==> src/rtl/dmem_arb_pkg.sv <==
// Shared types and constants for the data-memory arbiter.
// State encoding, requester ids and the default lock burst limit.
package dmem_arb_pkg;

  typedef enum logic [1:0] {
    IDLE = 2'd0,
    OWN0 = 2'd1,
    OWN1 = 2'd2
  } arb_state_e;

  localparam logic REQ_M0 = 1'b0;
  localparam logic REQ_M1 = 1'b1;

  localparam int LOCK_MAX_DEF = 16;

endpackage

==> src/rtl/dmem_rr_pick.sv <==
// Combinational two-way round-robin pick; a valid owner excludes the other requester.
// Zero latency; a stalled requester simply sees gnt low and holds its request.
module dmem_rr_pick
  import dmem_arb_pkg::*;
(
  input  logic [1:0] req,
  input  logic       last_grant,
  input  logic       owner_valid,
  input  logic       owner,
  output logic [1:0] gnt,
  output logic       winner
);

  always_comb begin
    gnt    = 2'b00;
    winner = REQ_M0;
    if (owner_valid) begin
      winner = owner;
      if (req[owner]) gnt = owner ? 2'b10 : 2'b01;
    end else begin
      case (req)
        2'b01: begin
          winner = REQ_M0;
          gnt    = 2'b01;
        end
        2'b10: begin
          winner = REQ_M1;
          gnt    = 2'b10;
        end
        2'b11: begin
          // Contention goes to whoever did not win last.
          winner = ~last_grant;
          gnt    = last_grant ? 2'b01 : 2'b10;
        end
        default: ;
      endcase
    end
  end

endmodule

==> src/rtl/dmem_arbiter.sv <==
// Two-port arbiter for the 256x32 data memory; one single-beat grant per clock, read data one cycle later.
// Grant is combinational (0 cycles); the loser holds its request until granted. Lock bursts need DMEM_ARB_LOCK_EN.
module dmem_arbiter
  import dmem_arb_pkg::*;
#(
  parameter int ADDR_W   = 32,
  parameter int DATA_W   = 32,
  parameter int LOCK_MAX = LOCK_MAX_DEF
) (
  input  logic              clk,
  input  logic              reset,
  input  logic              m0_req,
  input  logic              m0_we,
  input  logic [ADDR_W-1:0] m0_addr,
  input  logic [DATA_W-1:0] m0_wdata,
  input  logic              m0_lock,
  output logic              m0_gnt,
  output logic              m0_rvalid,
  output logic [DATA_W-1:0] m0_rdata,
  input  logic              m1_req,
  input  logic              m1_we,
  input  logic [ADDR_W-1:0] m1_addr,
  input  logic [DATA_W-1:0] m1_wdata,
  input  logic              m1_lock,
  output logic              m1_gnt,
  output logic              m1_rvalid,
  output logic [DATA_W-1:0] m1_rdata,
  output logic              mem_we,
  output logic [ADDR_W-1:0] mem_addr,
  output logic [DATA_W-1:0] mem_wdata,
  input  logic [DATA_W-1:0] mem_rdata
);

  logic [1:0] req;
  logic [1:0] pick_gnt;
  logic [1:0] gnt;
  logic       winner;
  logic       last_grant;
  logic       owner_valid;
  logic       owner;

  assign req = {m1_req, m0_req};

  dmem_rr_pick u_pick (
    .req         (req),
    .last_grant  (last_grant),
    .owner_valid (owner_valid),
    .owner       (owner),
    .gnt         (pick_gnt),
    .winner      (winner)
  );

  // No grant may leak out while reset is asserted.
  assign gnt    = reset ? 2'b00 : pick_gnt;
  assign m0_gnt = gnt[0];
  assign m1_gnt = gnt[1];

  assign mem_we    = (gnt[0] & m0_we) | (gnt[1] & m1_we);
  assign mem_addr  = gnt[1] ? m1_addr  : m0_addr;
  assign mem_wdata = gnt[1] ? m1_wdata : m0_wdata;

  always_ff @(posedge clk or posedge reset) begin
    if (reset) begin
      m0_rvalid <= 1'b0;
      m1_rvalid <= 1'b0;
      m0_rdata  <= '0;
      m1_rdata  <= '0;
    end else begin
      m0_rvalid <= gnt[0] & ~m0_we;
      m1_rvalid <= gnt[1] & ~m1_we;
      if (gnt[0] & ~m0_we) m0_rdata <= mem_rdata;
      if (gnt[1] & ~m1_we) m1_rdata <= mem_rdata;
    end
  end

  always_ff @(posedge clk or posedge reset) begin
    if (reset) begin
      last_grant <= REQ_M1;
    end else if (|gnt) begin
      last_grant <= winner;
    end else if (owner_valid && !req[owner]) begin
      last_grant <= owner;
    end
  end

`ifdef DMEM_ARB_LOCK_EN
  localparam logic [7:0] LOCK_LAST = 8'(LOCK_MAX - 1);

  arb_state_e state;
  logic [7:0] lock_cnt;
  logic       win_lock;

  assign win_lock    = winner ? m1_lock : m0_lock;
  assign owner_valid = (state != IDLE);
  assign owner       = (state == OWN1);

  always_ff @(posedge clk or posedge reset) begin
    if (reset) begin
      state    <= IDLE;
      lock_cnt <= '0;
    end else begin
      case (state)
        IDLE: begin
          if ((|gnt) && win_lock) begin
            state    <= winner ? OWN1 : OWN0;
            lock_cnt <= 8'd1;
          end
        end
        default: begin
          if (!req[owner]) begin
            state    <= IDLE;
            lock_cnt <= '0;
          end else if (|gnt) begin
            // Forced release keeps the other requester's stall bounded.
            if (!win_lock || lock_cnt == LOCK_LAST) begin
              state    <= IDLE;
              lock_cnt <= '0;
            end else begin
              lock_cnt <= lock_cnt + 8'd1;
            end
          end
        end
      endcase
    end
  end
`else
  logic unused_lock;

  assign owner_valid = 1'b0;
  assign owner       = REQ_M0;
  assign unused_lock = m0_lock ^ m1_lock ^ LOCK_MAX[0];
`endif

endmodule

==> config.mk <==
export PLATFORM = sky130hd
export DESIGN_NAME = dmem_arbiter
export DESIGN_NICKNAME = d
export VERILOG_FILES = /design/src/rtl/dmem_arb_pkg.sv /design/src/rtl/dmem_rr_pick.sv /design/src/rtl/dmem_arbiter.sv
export SDC_FILE = /design/constraint.sdc
export NUM_CORES = 1
export LEC_CHECK = 0
export ABC_CLOCK_PERIOD_IN_PS = 1700
export BUFFER_PORTS_ARGS = -buffer_cell sky130_fd_sc_hd__buf_2
export CORE_AREA = 2 2 116 118
export DETAILED_ROUTE_END_ITERATION = 12
export DIE_AREA = 0 0 118 120
export MAX_ROUTING_LAYER = met4
export SLEW_MARGIN = 25
export SYNTH_ARGS = -nofsm -noshare
export SYNTH_HDL_FRONTEND = slang
export SYNTH_HIERARCHICAL = 1
export SYNTH_SLANG_ARGS = --single-unit
export TNS_END_PERCENT = 1
==> constraint.sdc <==
create_clock -name clk -period 1.7 [get_ports clk]
set_input_delay 0 -clock clk [delete_from_list [all_inputs] [get_ports clk]]
set_output_delay 0 -clock clk [all_outputs]
set_load 0.02 [all_outputs]
==> PnR_summary.wiki <==
{| class="wikitable"
! Metric !! Value
|-
| Status || finished, violations left
|-
| Violated checks || setup timing
|-
| Clock tree root driver cell || sky130_fd_sc_hd__clkbuf_16
|-
| Share of cells above drive strength 1 || 79.7%
|-
| Count of filler cells inserted in the layout || 1152
|-
| Leading cell types in the layout, fill and taps excluded || sky130_fd_sc_hd__buf_2 (240), sky130_fd_sc_hd__mux2_2 (72), sky130_fd_sc_hd__dfrtp_1 (66), sky130_fd_sc_hd__buf_6 (59), sky130_fd_sc_hd__mux2_4 (55)
|-
| Number of cells on the worst reg-to-reg path || 5
|-
| Largest net degree at the start of global routing || 44
|-
| Antenna Violating Nets Remaining || 0
|-
| Worst path arrival time || 2.04 ns
|-
| Global placement routability congestion || 1.07
|-
| Clock transition time at the flip-flop clock pins of the worst setup and hold paths || 0.06 ns
|-
| Final-report hold violation count || 0
|-
| Half-perimeter wire length after placement || 11.2 mm
|-
| Total area of multi-input combinational cells || 1820 sq um
|-
| Netlist Area Pre-Place || 3420 sq um
|-
| Net count, final || 755
|-
| CTS Buf Count || 9
|-
| Reported max-cap violation count || 0
|-
| WP data required || 1.70 ns
|-
| RSZ-0062 raised after global routing || yes
|-
| Via-per-instance ratio || 4.46
|-
| Fmax || 490 MHz
|-
| CP max stage delay || 0.54 ns
|-
| Part of the Yosys area used for sequential elements || 49.0%
|-
| Total die area || 14200 sq um
|-
| Count of input and output buffers || 298
|-
| Count of pins over their slew limit || 0
|-
| CTS tree || yes
|-
| Synthesized area per cell || 15.0 sq um
|-
| Count of TritonRoute iterations in the first routing pass || 4
|-
| Post-layout minimum cycle time || 2.04 ns
|-
| Setup clock skew after layout || 0.00509 ns
|-
| Worst-Skew Late Latency || 0.32 ns
|-
| Maximum level of the CTS H-tree || 3
|-
| VDD IR-drop max || 0.688 mV
|-
| Post-detailed-routing wire length || 14.9 mm
|-
| Number of global-route vias before repair || 3586
|-
| Buffer depth of the longest clock path || 2
|-
| Hold WC Path Type || in -> reg
|-
| Nature of the critical path startpoint || register
|-
| Effective utilization at floorplan || 26.4%
|-
| Residual DRC count || 0
|-
| Worst R2R Start || last_grant
|-
| Core area || 13000 sq um
|-
| Post-route clock period utilization || 120%
|-
| Number of I/O pins || 301
|-
| Register area || 1680 sq um
|-
| Routed len/inst || 19.4 um
|-
| Worst setup path category || reg -> out
|-
| Initial drt markers || 78
|-
| Overall die height || 120 um
|-
| Top fanout value on the critical path || 5
|-
| Final hold slack || 0.0972 ns
|-
| Unique cell type count in the Yosys netlist || 19
|-
| Leakage power || 3.46 nW
|-
| Aggregate global routing overflow || 0
|-
| Synth-to-layout area growth || 93.3%
|-
| Slack of the worst reg-to-reg path || -0.15 ns
|-
| GR Util All Layers || 20.0%
|-
| Critical path capture point type || output pin
|-
| # clock sinks || 67
|-
| R2R Path End || m0_rdata[0]
|-
| Cell type of the slowest stage on the worst timing path || sky130_fd_sc_hd__dfstp_2
|-
| Via count || 3426
|-
| Register bit total from synthesis || 67
|-
| First-pass GRT wire length || 20.8 mm
|-
| Final Worst Setup Slack || -0.342 ns
|-
| Timing startpoint of the critical path || last_grant
|-
| Final setup violation count || 130
|-
| Num rows || 42
|-
| Chip width || 118 um
|-
| End-of-flow core utilization || 50.9%
|-
| Most frequent standard cell in the layout excluding fill and tap cells || sky130_fd_sc_hd__buf_2
|-
| Total power per unit cell area || 992 nW/um^2
|-
| Ys Warns || 6
|-
| Antenna violations before repair || 1
|-
| Critical Path Sink || mem_wdata[0]
|-
| Synthesized netlist cell count || 228
|-
| Cell-by-cell trace of the critical path || nand2_2 -> o211a_4 -> nand2b_4 -> buf_12 -> clkbuf_16 -> mux2_4 -> buf_6
|}
## what timing repair did
action                                  4_1_cts  5_1_grt
pin swaps                                     3        1
endpoints found under the setup margin      123      130
resized for setup                           101       81
hold endpoints to repair                     77        0
gates cloned                                  2        3
setup buffers                                 6        1
hold buffers                                 33        0
## cell type report
class                      count  share of cell area (%)
multi-input combinational    150                    27.5
antenna                        1                  0.0378
clock buffer                  11                    3.52
clock inverter                 5                   0.946
tap                          176                    3.33
inverter                       2                   0.170
timing repair buffer         357                    39.1
sequential                    67                    25.4
## cells by family (layout without fill, tap and decap cells)
family / after synthesis / count (layout) / share of synthesized area, %
buf+inv: 16 / 375 / 4.65
mux: 129 / 129 / 42.5
compound gates: 5 / 5 / 1.17
simple gates: 10 / 10 / 2.56
other cells: 1 / 7 / 0.110
flops: 67 / 67 / 49.0
## metrics by stage
| stage | std cells | TNS (ns) | setup WS [ns] | power (mW) | instance area [sq um] |
|---|---|---|---|---|---|
| after floorplan | 233 | 0 | 0.0310 | 3.46 | 3440 |
| after global placement | 707 | -1.93 | -0.0660 | 4.31 | 5170 |
| after detailed placement | 707 | -3.37 | -0.0756 | 4.36 | 5170 |
| after CTS | 764 | -27.29 | -0.364 | 6.48 | 6250 |
| after global routing | 769 | -33.96 | -0.403 | 6.90 | 6610 |
| final | 769 | -26.42 | -0.342 | 6.56 | 6610 |
## worst min-delay path by stage
stage          slack (ns)  cells past startpoint           end     startpoint
2_1_floorplan        0.13                      1  m0_rdata[18]  mem_rdata[18]
3_3_place_gp         0.11                      2  m1_rdata[28]          reset
3_5_place_dp         0.12                      2  m1_rdata[28]          reset
4_1_cts              0.09                      3     m1_rvalid          m1_we
5_1_grt              0.09                      3     m1_rvalid          m1_we
6_report              0.1                      3     m1_rvalid          m1_we
## metal layers
layer / share of wire [%] / vias to the layer above / track usage (%)
met5: 0 / - / -
met4: 3.4 / 0 / 7.30
met3: 7.1 / 29 / 5.61
met2: 52 / 175 / 34.4
met1: 37 / 1677 / 22.2
li1: - / 1545 / -
## Yosys cell counts (all sizes together)
cell type,instances,area (sq um)
mux2,129,1450
nand2,2,7.51
inv,2,7.51
a22oi,1,7.51
nor3b,2,37.5
buf,14,151
nor2,1,3.75
nor2b,1,6.26
nand2b,3,26.3
dfrtp,66,1650
o21ai,1,5.00
conb,1,3.75
dfstp,1,26.3
o21bai,1,7.51
o211a,2,20.0
and2,1,6.26
## state kept, by name, indices dropped and copies added (netlist names)
signal	cells
last_grant	1
m1_rdata	32
m0_rvalid	1
m0_rdata	32
m1_rvalid	1
## power by group
| group | switching (mW) | internal, mW | total [mW] |
|---|---|---|---|
| clock network | 0.672 | 1.14 | 1.81 |
| logic | 1.31 | 1.25 | 2.56 |
| registers | 0.197 | 1.99 | 2.18 |
## worst max-delay path: cells and delay by family, from the launching register on
kind	cells	cell delay, ns
AOI/OAI and AO/OA	1	0.24
muxes	1	0.32
and+or+nand+nor	2	0.18
DFF	1	0.54
buffers and inverters	3	0.45
Power figures use the tool's default switching activity.
